## src/rtl/fpu_sequencer_pkg.sv

```systemverilog
// rtl/fpu_sequencer_pkg.sv - shared types, flag positions and helpers for the fpu sequencer
package pa_fpu;

    typedef enum logic {
        op_add = 1'b0,
        op_sub = 1'b1
    } e_fpu_op;

    typedef enum logic [1:0] {
        ST_IDLE = 2'd0,
        ST_WAIT = 2'd1,
        ST_DONE = 2'd2
    } e_seq_state;

    localparam int FLAG_NAN  = 3;
    localparam int FLAG_INF  = 2;
    localparam int FLAG_ZERO = 1;
    localparam int FLAG_SIGN = 0;

    localparam logic [31:0] QNAN = 32'h7fc00000;

    function automatic logic [3:0] result_flags(input logic [31:0] r);
        logic [3:0] f;
        f            = '0;
        f[FLAG_NAN]  = (r[30:23] == 8'hff) && (r[22:0] != 23'd0);
        f[FLAG_INF]  = (r[30:23] == 8'hff) && (r[22:0] == 23'd0);
        f[FLAG_ZERO] = (r[30:23] == 8'h00) && (r[22:0] == 23'd0);
        f[FLAG_SIGN] = r[31];
        return f;
    endfunction

endpackage

```

## src/rtl/fpu_sequencer_fpu.sv

```systemverilog
// rtl/fpu_sequencer_fpu.sv - combinational single-precision add/sub, round-to-nearest-even
module fpu
    import pa_fpu::*;
(
    input  e_fpu_op     op,
    input  logic [31:0] ieee_a,
    input  logic [31:0] ieee_b,
    output logic [31:0] ieee_packet_out
);

    logic               sa, sb, sx, sy, a_big, eff_sub, rnd_up;
    logic               a_nan, b_nan, a_inf, b_inf;
    logic [7:0]         ea, eb, ex, ey, d;
    logic [23:0]        ma, mb, mx, my;
    logic [4:0]         dcap;
    logic [51:0]        x_full, y_full, sum, norm;
    logic [5:0]         p;
    logic [24:0]        mant_r;
    logic [22:0]        frac;
    logic signed [10:0] e_res;

    always_comb begin
        sa    = ieee_a[31];
        sb    = ieee_b[31] ^ (op == op_sub);
        ea    = ieee_a[30:23];
        eb    = ieee_b[30:23];
        a_nan = (ea == 8'hff) && (ieee_a[22:0] != 23'd0);
        b_nan = (eb == 8'hff) && (ieee_b[22:0] != 23'd0);
        a_inf = (ea == 8'hff) && (ieee_a[22:0] == 23'd0);
        b_inf = (eb == 8'hff) && (ieee_b[22:0] == 23'd0);
        // subnormal inputs are flushed to zero
        ma    = (ea == 8'd0) ? 24'd0 : {1'b1, ieee_a[22:0]};
        mb    = (eb == 8'd0) ? 24'd0 : {1'b1, ieee_b[22:0]};

        a_big   = ieee_a[30:0] >= ieee_b[30:0];
        sx      = a_big ? sa : sb;
        sy      = a_big ? sb : sa;
        ex      = a_big ? ea : eb;
        ey      = a_big ? eb : ea;
        mx      = a_big ? ma : mb;
        my      = a_big ? mb : ma;
        eff_sub = sx ^ sy;

        // beyond 27 places the small operand only acts as a sticky bit
        d      = ex - ey;
        dcap   = (d > 8'd27) ? 5'd27 : d[4:0];
        x_full = {1'b0, mx, 27'd0};
        y_full = {1'b0, my, 27'd0} >> dcap;
        sum    = eff_sub ? (x_full - y_full) : (x_full + y_full);

        p = '0;
        for (int i = 0; i < 52; i++) begin
            if (sum[i]) p = 6'(i);
        end
        norm   = sum << (6'd51 - p);
        rnd_up = norm[27] && ((|norm[26:0]) || norm[28]);
        mant_r = {1'b0, norm[51:28]} + {24'd0, rnd_up};
        frac   = mant_r[24] ? mant_r[23:1] : mant_r[22:0];
        e_res  = 11'(ex) + 11'(p) + 11'(mant_r[24]) - 11'd50;

        if (a_nan || b_nan || (a_inf && b_inf && (sa != sb)))
            ieee_packet_out = QNAN;
        else if (a_inf)
            ieee_packet_out = {sa, 8'hff, 23'd0};
        else if (b_inf)
            ieee_packet_out = {sb, 8'hff, 23'd0};
        else if (sum == 52'd0)
            ieee_packet_out = {sa & sb, 31'd0};
        else if (e_res <= 0)
            ieee_packet_out = {sx, 31'd0};
        else if (e_res >= 255)
            ieee_packet_out = {sx, 8'hff, 23'd0};
        else
            ieee_packet_out = {sx, e_res[7:0], frac};
    end

endmodule

```

## src/rtl/fpu_sequencer.sv

```systemverilog
// rtl/fpu_sequencer.sv - two-requester round-robin front end holding operands on the fpu until settled
module fpu_sequencer
    import pa_fpu::*;
#(
    parameter int SETTLE_CYCLES = 2
) (
    input  logic        clk,
    input  logic        rst,
    input  logic [1:0]  req_valid,
    output logic [1:0]  req_ready,
    input  e_fpu_op     req_op [2],
    input  logic [31:0] req_a [2],
    input  logic [31:0] req_b [2],
    output logic        rsp_valid,
    input  logic        rsp_ready,
    output logic        rsp_id,
    output logic [31:0] rsp_result,
    output logic [3:0]  rsp_flags,
    output logic        busy,
    output logic [15:0] ops_done
);

    e_seq_state  state, state_next;
    logic        grant, last_grant, accept;
    logic [3:0]  cnt;
    e_fpu_op     op_q;
    logic [31:0] a_q, b_q;
    logic        id_q;
    logic [31:0] ieee_packet_out;

    // last_grant resets to 1 so requester 0 wins the first contention
    always_comb begin
        if (req_valid == 2'b11) grant = ~last_grant;
        else                    grant = req_valid[1];
    end

    assign accept = (state == ST_IDLE) && req_valid[grant];
    assign rsp_id = id_q;

    always_ff @(posedge clk) begin
        if (rst) state <= ST_IDLE;
        else     state <= state_next;
    end

    always_comb begin
        state_next = state;
        case (state)
            ST_IDLE: if (accept)      state_next = ST_WAIT;
            ST_WAIT: if (cnt == 4'd0) state_next = ST_DONE;
            ST_DONE: if (rsp_ready)   state_next = ST_IDLE;
            default:                  state_next = ST_IDLE;
        endcase
    end

    always_comb begin
        req_ready = 2'b00;
        if (state == ST_IDLE) req_ready[grant] = 1'b1;
        busy      = (state != ST_IDLE);
        rsp_valid = (state == ST_DONE);
    end

    always_ff @(posedge clk) begin
        if (rst) begin
            last_grant <= 1'b1;
            cnt        <= '0;
            op_q       <= op_add;
            a_q        <= '0;
            b_q        <= '0;
            id_q       <= 1'b0;
            rsp_result <= '0;
            rsp_flags  <= '0;
            ops_done   <= '0;
        end else begin
            if (accept) begin
                last_grant <= grant;
                cnt        <= 4'(SETTLE_CYCLES - 1);
                op_q       <= req_op[grant];
                a_q        <= req_a[grant];
                b_q        <= req_b[grant];
                id_q       <= grant;
            end
            if (state == ST_WAIT) begin
                if (cnt == 4'd0) begin
                    rsp_result <= ieee_packet_out;
                    rsp_flags  <= result_flags(ieee_packet_out);
                end else begin
                    cnt <= cnt - 4'd1;
                end
            end
            if (rsp_valid && rsp_ready) ops_done <= ops_done + 16'd1;
        end
    end

    fpu fpu_top (
        .op              (op_q),
        .ieee_a          (a_q),
        .ieee_b          (b_q),
        .ieee_packet_out (ieee_packet_out)
    );

endmodule

```

## config.mk

```make
export PLATFORM = sky130hd
export DESIGN_NAME = fpu_sequencer
export DESIGN_NICKNAME = d
export VERILOG_FILES = /design/src/rtl/fpu_sequencer_pkg.sv /design/src/rtl/fpu_sequencer_fpu.sv /design/src/rtl/fpu_sequencer.sv
export SDC_FILE = /design/constraint.sdc
export NUM_CORES = 1
export LEC_CHECK = 0
export CELL_PAD_IN_SITES_DETAIL_PLACEMENT = 1
export CELL_PAD_IN_SITES_GLOBAL_PLACEMENT = 1
export CORE_MARGIN = 3
export CORE_UTILIZATION = 30
export CTS_CLUSTER_DIAMETER = 200
export CTS_CLUSTER_SIZE = 30
export DETAILED_ROUTE_END_ITERATION = 8
export PLACE_DENSITY_LB_ADDON = 0.1
export SETUP_SLACK_MARGIN = 0.2
export SLEW_MARGIN = 5
export SYNTH_ARGS = -nofsm -noshare
export SYNTH_HDL_FRONTEND = slang
export SYNTH_SLANG_ARGS = --single-unit
```

## constraint.sdc

```tcl
create_clock -name clk -period 25.2 [get_ports clk]
set_input_delay 2.52 -clock clk [delete_from_list [all_inputs] [get_ports clk]]
set_output_delay 2.52 -clock clk [all_outputs]
set_load 0.02 [all_outputs]
```

Yosys cells after proc, flatten, opt, wreduce, memory -nomap -nowiden
Index checks and enable logic that the tools add are counted.
{ "word_totals": {"wordCells": 166, "reg_bits": 125, "out_inout_bits": 57, "mem_bits_rw": 0, "latchBits": 0, "n_memories": 0, "romBits": 0} }
{ "classes": {"n_shift": 2, "eq_ne": 10, "mul": 0, "n_mux": 90, "reduce_logical": 32, "n_bitwise": 5, "n_div": 0, "add_sub_neg": 10, "order_cmp": 7} }
{ "ops": {"columns": ["cell", "n"], "rows": [
  ["$mux 32", 10],
  ["$mux 6", 50],
  ["$mux 24", 4],
  ["$logic_not 23->1", 3],
  ["$reduce_bool 23->1", 3],
  ["$mux 31", 2],
  ["$add 51x52->52", 1],
  ["$logic_not 52->1", 1],
  ["$mux 52", 1],
  ["$shl 52x6->52", 1],
  ["$shr 51x5->52", 1],
  ["$sub 51x52->52", 1],
  ["$ge 31x31->1", 1],
  ["$reduce_or 27->1", 1],
  ["$add 24x1->25", 1],
  ["$eq 8x8->1 const B", 3],
  ["$logic_not 8->1", 3],
  ["$mux 23", 1],
  ["$add 16x1->16 const B", 1],
  ["$mux 8", 2],
  ["$logic_and 1x1->1", 13],
  ["$mux 4", 3],
  ["$add 11x1->11", 1],
  ["$ge 11x9->1 const B", 1],
  ["other kinds (30)", 47]
]} }

Logic depth before layout (Yosys ltp)
{ "depth": {"ltp_word": 76, "mapped_depth": 87, "mapped_depth_nobuf": 77} }

By module
Synthesis repeated with hierarchy kept, for this count alone.
{ "unflattened": {"hier_cells": 3189, "area_unflattened_um2": 22019.9} }
{ "by_module_without_submodules": {"columns": ["module", "area_per_inst_um2", "seq_area_each_um2", "cells_each", "n_inst"], "rows": [
  ["fpu", 16772.3, 0.0, 2598, 1],
  ["fpu_sequencer", 5247.5, 2482.4, 591, 1]
]} }

Worst setup path before layout
Ideal clock, no wire load.
{ "synth_timing": {"path_type": "flip-flop to flip-flop", "from": "register b_q[28]", "to": "register rsp_flags[2]", "n_path_buf": 12, "setup_time_ns": 0.132, "t_arrival_ns": 16.688, "path_stages_with_launch": 86, "setup_slack_ns": 8.380, "cell_sequence": "dfxtp_1 > inv_1 > ha_1 > buf_2 > a21o_1 > a21o_1 > a22oi_1 > nand3_1 > clkbuf_1 > nor2_1 > clkbuf_1 > buf_1 > nor2_1 > a21oi_1 > ha_1 > nand2_1 > a31oi_1 > o21ai_0 > [... 50 more ...] > nand2_1 > nor2_1 > and3b_1 > nor3_1 > a31oi_1 > o22a_1 > nor3_1 > and3_1 > a211oi_1 > nand2_1 > nor2_1 > nand2_1 > a21oi_1 > and2_1 > a211oi_1 > nor3b_1 > nand4_1 > a21oi_1"} }
{ "synth_between": {"elab_chain_len": 76} }
{ "synth_rtl": {"columns": ["item", "line_no", "text"], "rows": [
  ["from (decl)", "fpu_sequencer.sv:27", "logic [31:0] a_q, b_q;"],
  ["from (signal assigned)", "fpu_sequencer.sv:79", "b_q <= req_b[grant];"],
  ["$ge 31x31->1", "fpu_sequencer_fpu.sv:35", "a_big = ieee_a[30:0] >= ieee_b[30:0];"],
  ["$mux 8, on equally long branches", "fpu_sequencer_fpu.sv:38, fpu_sequencer_fpu.sv:39", null],
  ["$sub 8x8->8", "fpu_sequencer_fpu.sv:45", "d = ex - ey;"],
  ["$gt 8x5->1", "fpu_sequencer_fpu.sv:46", "dcap = (d > 8'd27) ? 5'd27 : d[4:0];"],
  ["$mux 5", "fpu_sequencer_fpu.sv:46", null],
  ["$shr 51x5->52", "fpu_sequencer_fpu.sv:48", "y_full = {1'b0, my, 27'd0} >> dcap;"],
  ["$add 51x52->52 / $sub 51x52->52 (equally long branches)", "fpu_sequencer_fpu.sv:49", "sum = eff_sub ? (x_full - y_full) : (x_full + y_full);"],
  ["$mux 52", "fpu_sequencer_fpu.sv:49", null],
  ["[... 60 more ...]", null, null],
  ["$mux 31", "fpu_sequencer_fpu.sv:71", "else if (e_res >= 255)"],
  ["$mux 31", "fpu_sequencer_fpu.sv:69", "else if (e_res <= 0)"],
  ["$mux 32", "fpu_sequencer_fpu.sv:67", "else if (sum == 52'd0)"],
  ["$mux 32", "fpu_sequencer_fpu.sv:65", "else if (b_inf)"],
  ["$mux 32", "fpu_sequencer_fpu.sv:63", "else if (a_inf)"],
  ["$mux 32 *", "fpu_sequencer_fpu.sv:61", "if (a_nan || b_nan || (a_inf && b_inf && (sa != sb)))"],
  ["$logic_not 23->1 / $eq 8x8->1 (equally long branches)", "fpu_sequencer_pkg.sv:26", "f[FLAG_INF] = (r[30:23] == 8'hff) && (r[22:0] == 23'd0);"],
  ["$logic_and 1x1->1 *", "fpu_sequencer_pkg.sv:26", null],
  ["to (signal assigned)", "fpu_sequencer.sv:85", "rsp_flags <= result_flags(ieee_packet_out);"],
  ["to (decl)", "fpu_sequencer.sv:18", "output logic [3:0] rsp_flags,"]
]} }
Mark *: on every way between the ends. The rest lies on a longest branch, timed or not.
A chain may end at the register's enable or synchronous reset.

Worst setup path in the final report
{ "layout_timing": {"from": "register b_q[23]", "to": "register rsp_flags[2]"} }
Same word-level chain as after synthesis.

==> summary.md <==
| Metric | Value |
|---|---|
| Status | finished, final reports clean |
| Combinational family with the most area after synthesis | compound AO/OA/AOI/OAI gates |
| Final ANT Viol Nets | 0 |
| Clk pin slew, worst setup/hold paths | 70 ps |
| Layout cell share with drive strength beyond 1 | 8.45% |
| Ys flop type | dfxtp_1 |
| WL per Instance | 28.8 um |
| Initial core utilization | 30.5% |
| Top cells by area, synth | dfxtp_1, mux2i_1, nor2_1 |
| DRC | 0 |
| Port-buffer cells | 191 |
| Area growth syn-to-layout | 14.0% |
| Grt total ovfl | 0 |
| Cells after synthesis | 3277 |
| Total GRT Usage | 30.3% |
| Crit share post-route | 86.1% |
| Worst rel slew slack | 18.5% |
| First-pass GRT wire length | 185000 um |
| Syn nets | 3510 |
| Max-cap violations | 0 |
| Root Driver | clkbuf_16 |
| Crit end category | flop |
| Critical Path Most Common Cell | a21oi_1 |
| RSZ-0062 raised after global routing | false |
| Stages on worst setup path | 78 |
| Fin. max-slew vios | 0 |
| DIE HEIGHT | 282 um |
| Post-CTS Hold Buffers | 0 |
| Number of flops mapped to enable cells by yosys | 0 |
| Worst hold path class | flop to flop |
| Crit path max-delay cell type | a211oi_1 |
| Worst-path fanout max | 55 |
| Share of synthesized flip-flops with an asynchronous set or reset | 0% |
| Final setup viols | 0 |
| Die area | 0.0795 mm2 |
| Largest net degree at the start of global routing | 105 |
| Synthesized area | 0.0228 mm2 |
| Max incr delay on CP | 810 ps |
| DRT iter0 DRCs | 2512 |
| Detailed-route vias per instance | 6.48 |
| Core ar. | 0.0749 mm2 |
| Crit. Startpoint | b_q[23] |
| R2R depth | 78 |
| Post-Syn Area per Cell | 6.97 um2 |
| Synth cell types | 126 |
| Synthesized flop and latch total | 124 |
| TNS Setup | 0 ps |
| Post-synth top area share | 10.9% |
| Top delay family on crit path | compound AO/OA/AOI/OAI gates |
| CTS tree | done |
| Warnings from Yosys | 0 |
| Antenna violations before repair | 2 |
| Startpoint types | flop |
| Reg-to-reg startpoint | b_q[23] |
| Vias in the first global route | 27796 |
| Setup Fix Bufs, Post-CTS | 0 |
| Crit path required time | 25490 ps |
| Post-CTS Resized | 0 |
| Setup CP Type | flop to flop |
| Depth of the CTS H-tree | 4 |
| Total wire length | 124000 um |
| Net count, final | 3544 |
| HPWL after DPL | 98800 um |
| Clk sink count | 124 |
| Routed vias | 27834 |
| Achievable clock frequency | 46.1 MHz |
| Cell with the most instances after synthesis | nor2_1 |
| Hold path start | rsp_result[20] |
| Complex-gate fraction of the synthesized area | 35.2% |
| Max Clock Skew | 13.0 ps |
| Worst-Margin Slew | 1210 ps |
| Post-Synth Adder-Cell Area | 5.43% |
| Most instantiated cells after synthesis | nor2_1, nand2_1, a21oi_1 |
| Sequential area share after synthesis | 10.9% |
| GPL Wtd Cong | 0.983 |
| Post-layout min period | 21700 ps |
| Mux contribution to synthesized area | 10.6% |
| CTS max path bufs | 2 |
| DRT Pass-1 Iters | 6 |
| Hold path depth | 2 |
| CTS Buf Count | 17 |
| Final hold violations | 0 |
| Crit path arrival time | 21990 ps |
| Simple-gate share of the synthesized area | 27.6% |
| Post-synth top area cell | dfxtp_1 |
| ANT cells | 0 |
| Xor and xnor area share after synthesis | 3.32% |
| Die width | 282 um |
| Worst path bufs/invs | 10 |
| Ports | 192 |
| Clock Latency Late Sink | 430 ps |
| Std cell rows | 100 |
## cell usage in the layout (no fill, tap or decap), drive strengths merged, types with 18 or more instances in the layout
master,netlist,routed
nor2,345,345
nand2,291,291
a21oi,226,226
o21ai,192,192
clkdlybuf4s50,0,190
mux2i,159,159
a211oi,144,144
inv,120,128
dfxtp,124,124
nor3,124,124
nand3,120,120
ha,96,96
nand4,73,73
buf,91,71
o211ai,68,68
nor4,63,63
a31oi,53,53
xnor2,52,52
mux2,38,38
o22ai,36,36
a21o,35,35
o31ai,34,34
xor2,33,33
or2,32,32
and2,31,31
o21bai,31,31
nand2b,28,28
and3,28,28
or3,27,27
a211o,23,23
o21a,22,22
nor2b,20,20
a221oi,20,20
a2111oi,19,19
mux4,18,18
or4,18,18
## stage by stage
step	hold WS [ps]	cells	util [%]	instance area (um2)	setup slack, ps
2_1_floorplan	436	3277	-	22800	8380
3_3_place_gp	447	4261	33.9	25400	4760
3_5_place_dp	454	4261	33.9	25400	4020
4_1_cts	465	4293	34.7	26000	3970
5_1_grt	490	4293	34.7	26000	2040
6_report	460	4293	34.7	26000	3500
## kinds of logic (layout without fill, tap and decap cells)
| logic type | after synthesis | count (layout) |
|---|---|---|
| fa+ha+maj | 98 | 98 |
| compound gates | 1143 | 1143 |
| xor+xnor | 85 | 85 |
| flops | 124 | 124 |
| mux | 215 | 215 |
| buf+inv | 366 | 413 |
| simple gates | 1246 | 1246 |
## sequential cells by signal, indices dropped and copies added, names as in the netlist
name / cells
a_q: 32
rsp_flags: 4
ops_done: 16
cnt: 4
rsp_id: 1
last_grant: 1
b_q: 32
rsp_result: 31
op_q: 1
state: 2
## layer usage
metal | share of wire [%] | wire (um) | global-route usage (%)
met3 | 7.6 | 9440 | 6.34
met4 | 3.8 | 4700 | 11.0
met2 | 44 | 54200 | 47.2
met5 | 0.010 | 13 | 0
met1 | 45 | 55400 | 41.2
## worst reg2reg max path, delay by kind of cell (launching register included)
family / cells / cell delay, ps
AO/OA/AOI/OAI: 32 / 8250
AND/OR/NAND/NOR: 26 / 6960
buffers and inverters: 10 / 2590
adder cells (fa/ha/maj): 8 / 2380
XOR/XNOR: 1 / 780
flip-flops: 1 / 420
multiplexers: 1 / 150
## cell type report
class	count	area, um2
multi-input cells	2787	18900
flip-flops and latches	124	2480
clock buffers	17	425
well taps	969	1210
fillers	9263	48900
repair buffers	261	2430
clock inverters	15	176
inverters	120	453
## path summary, 6_finish.rpt
check | to | slack (ps)
setup reg to reg | rsp_flags[2] | 3500
setup / recovery | rsp_flags[2] | 3500
hold / removal | rsp_result[20] | 460
hold reg to reg | rsp_result[20] | 460
Power is left out: the tool's default activity adds up to more than one toggle a clock period on the data nets, which glitch-free logic cannot reach.
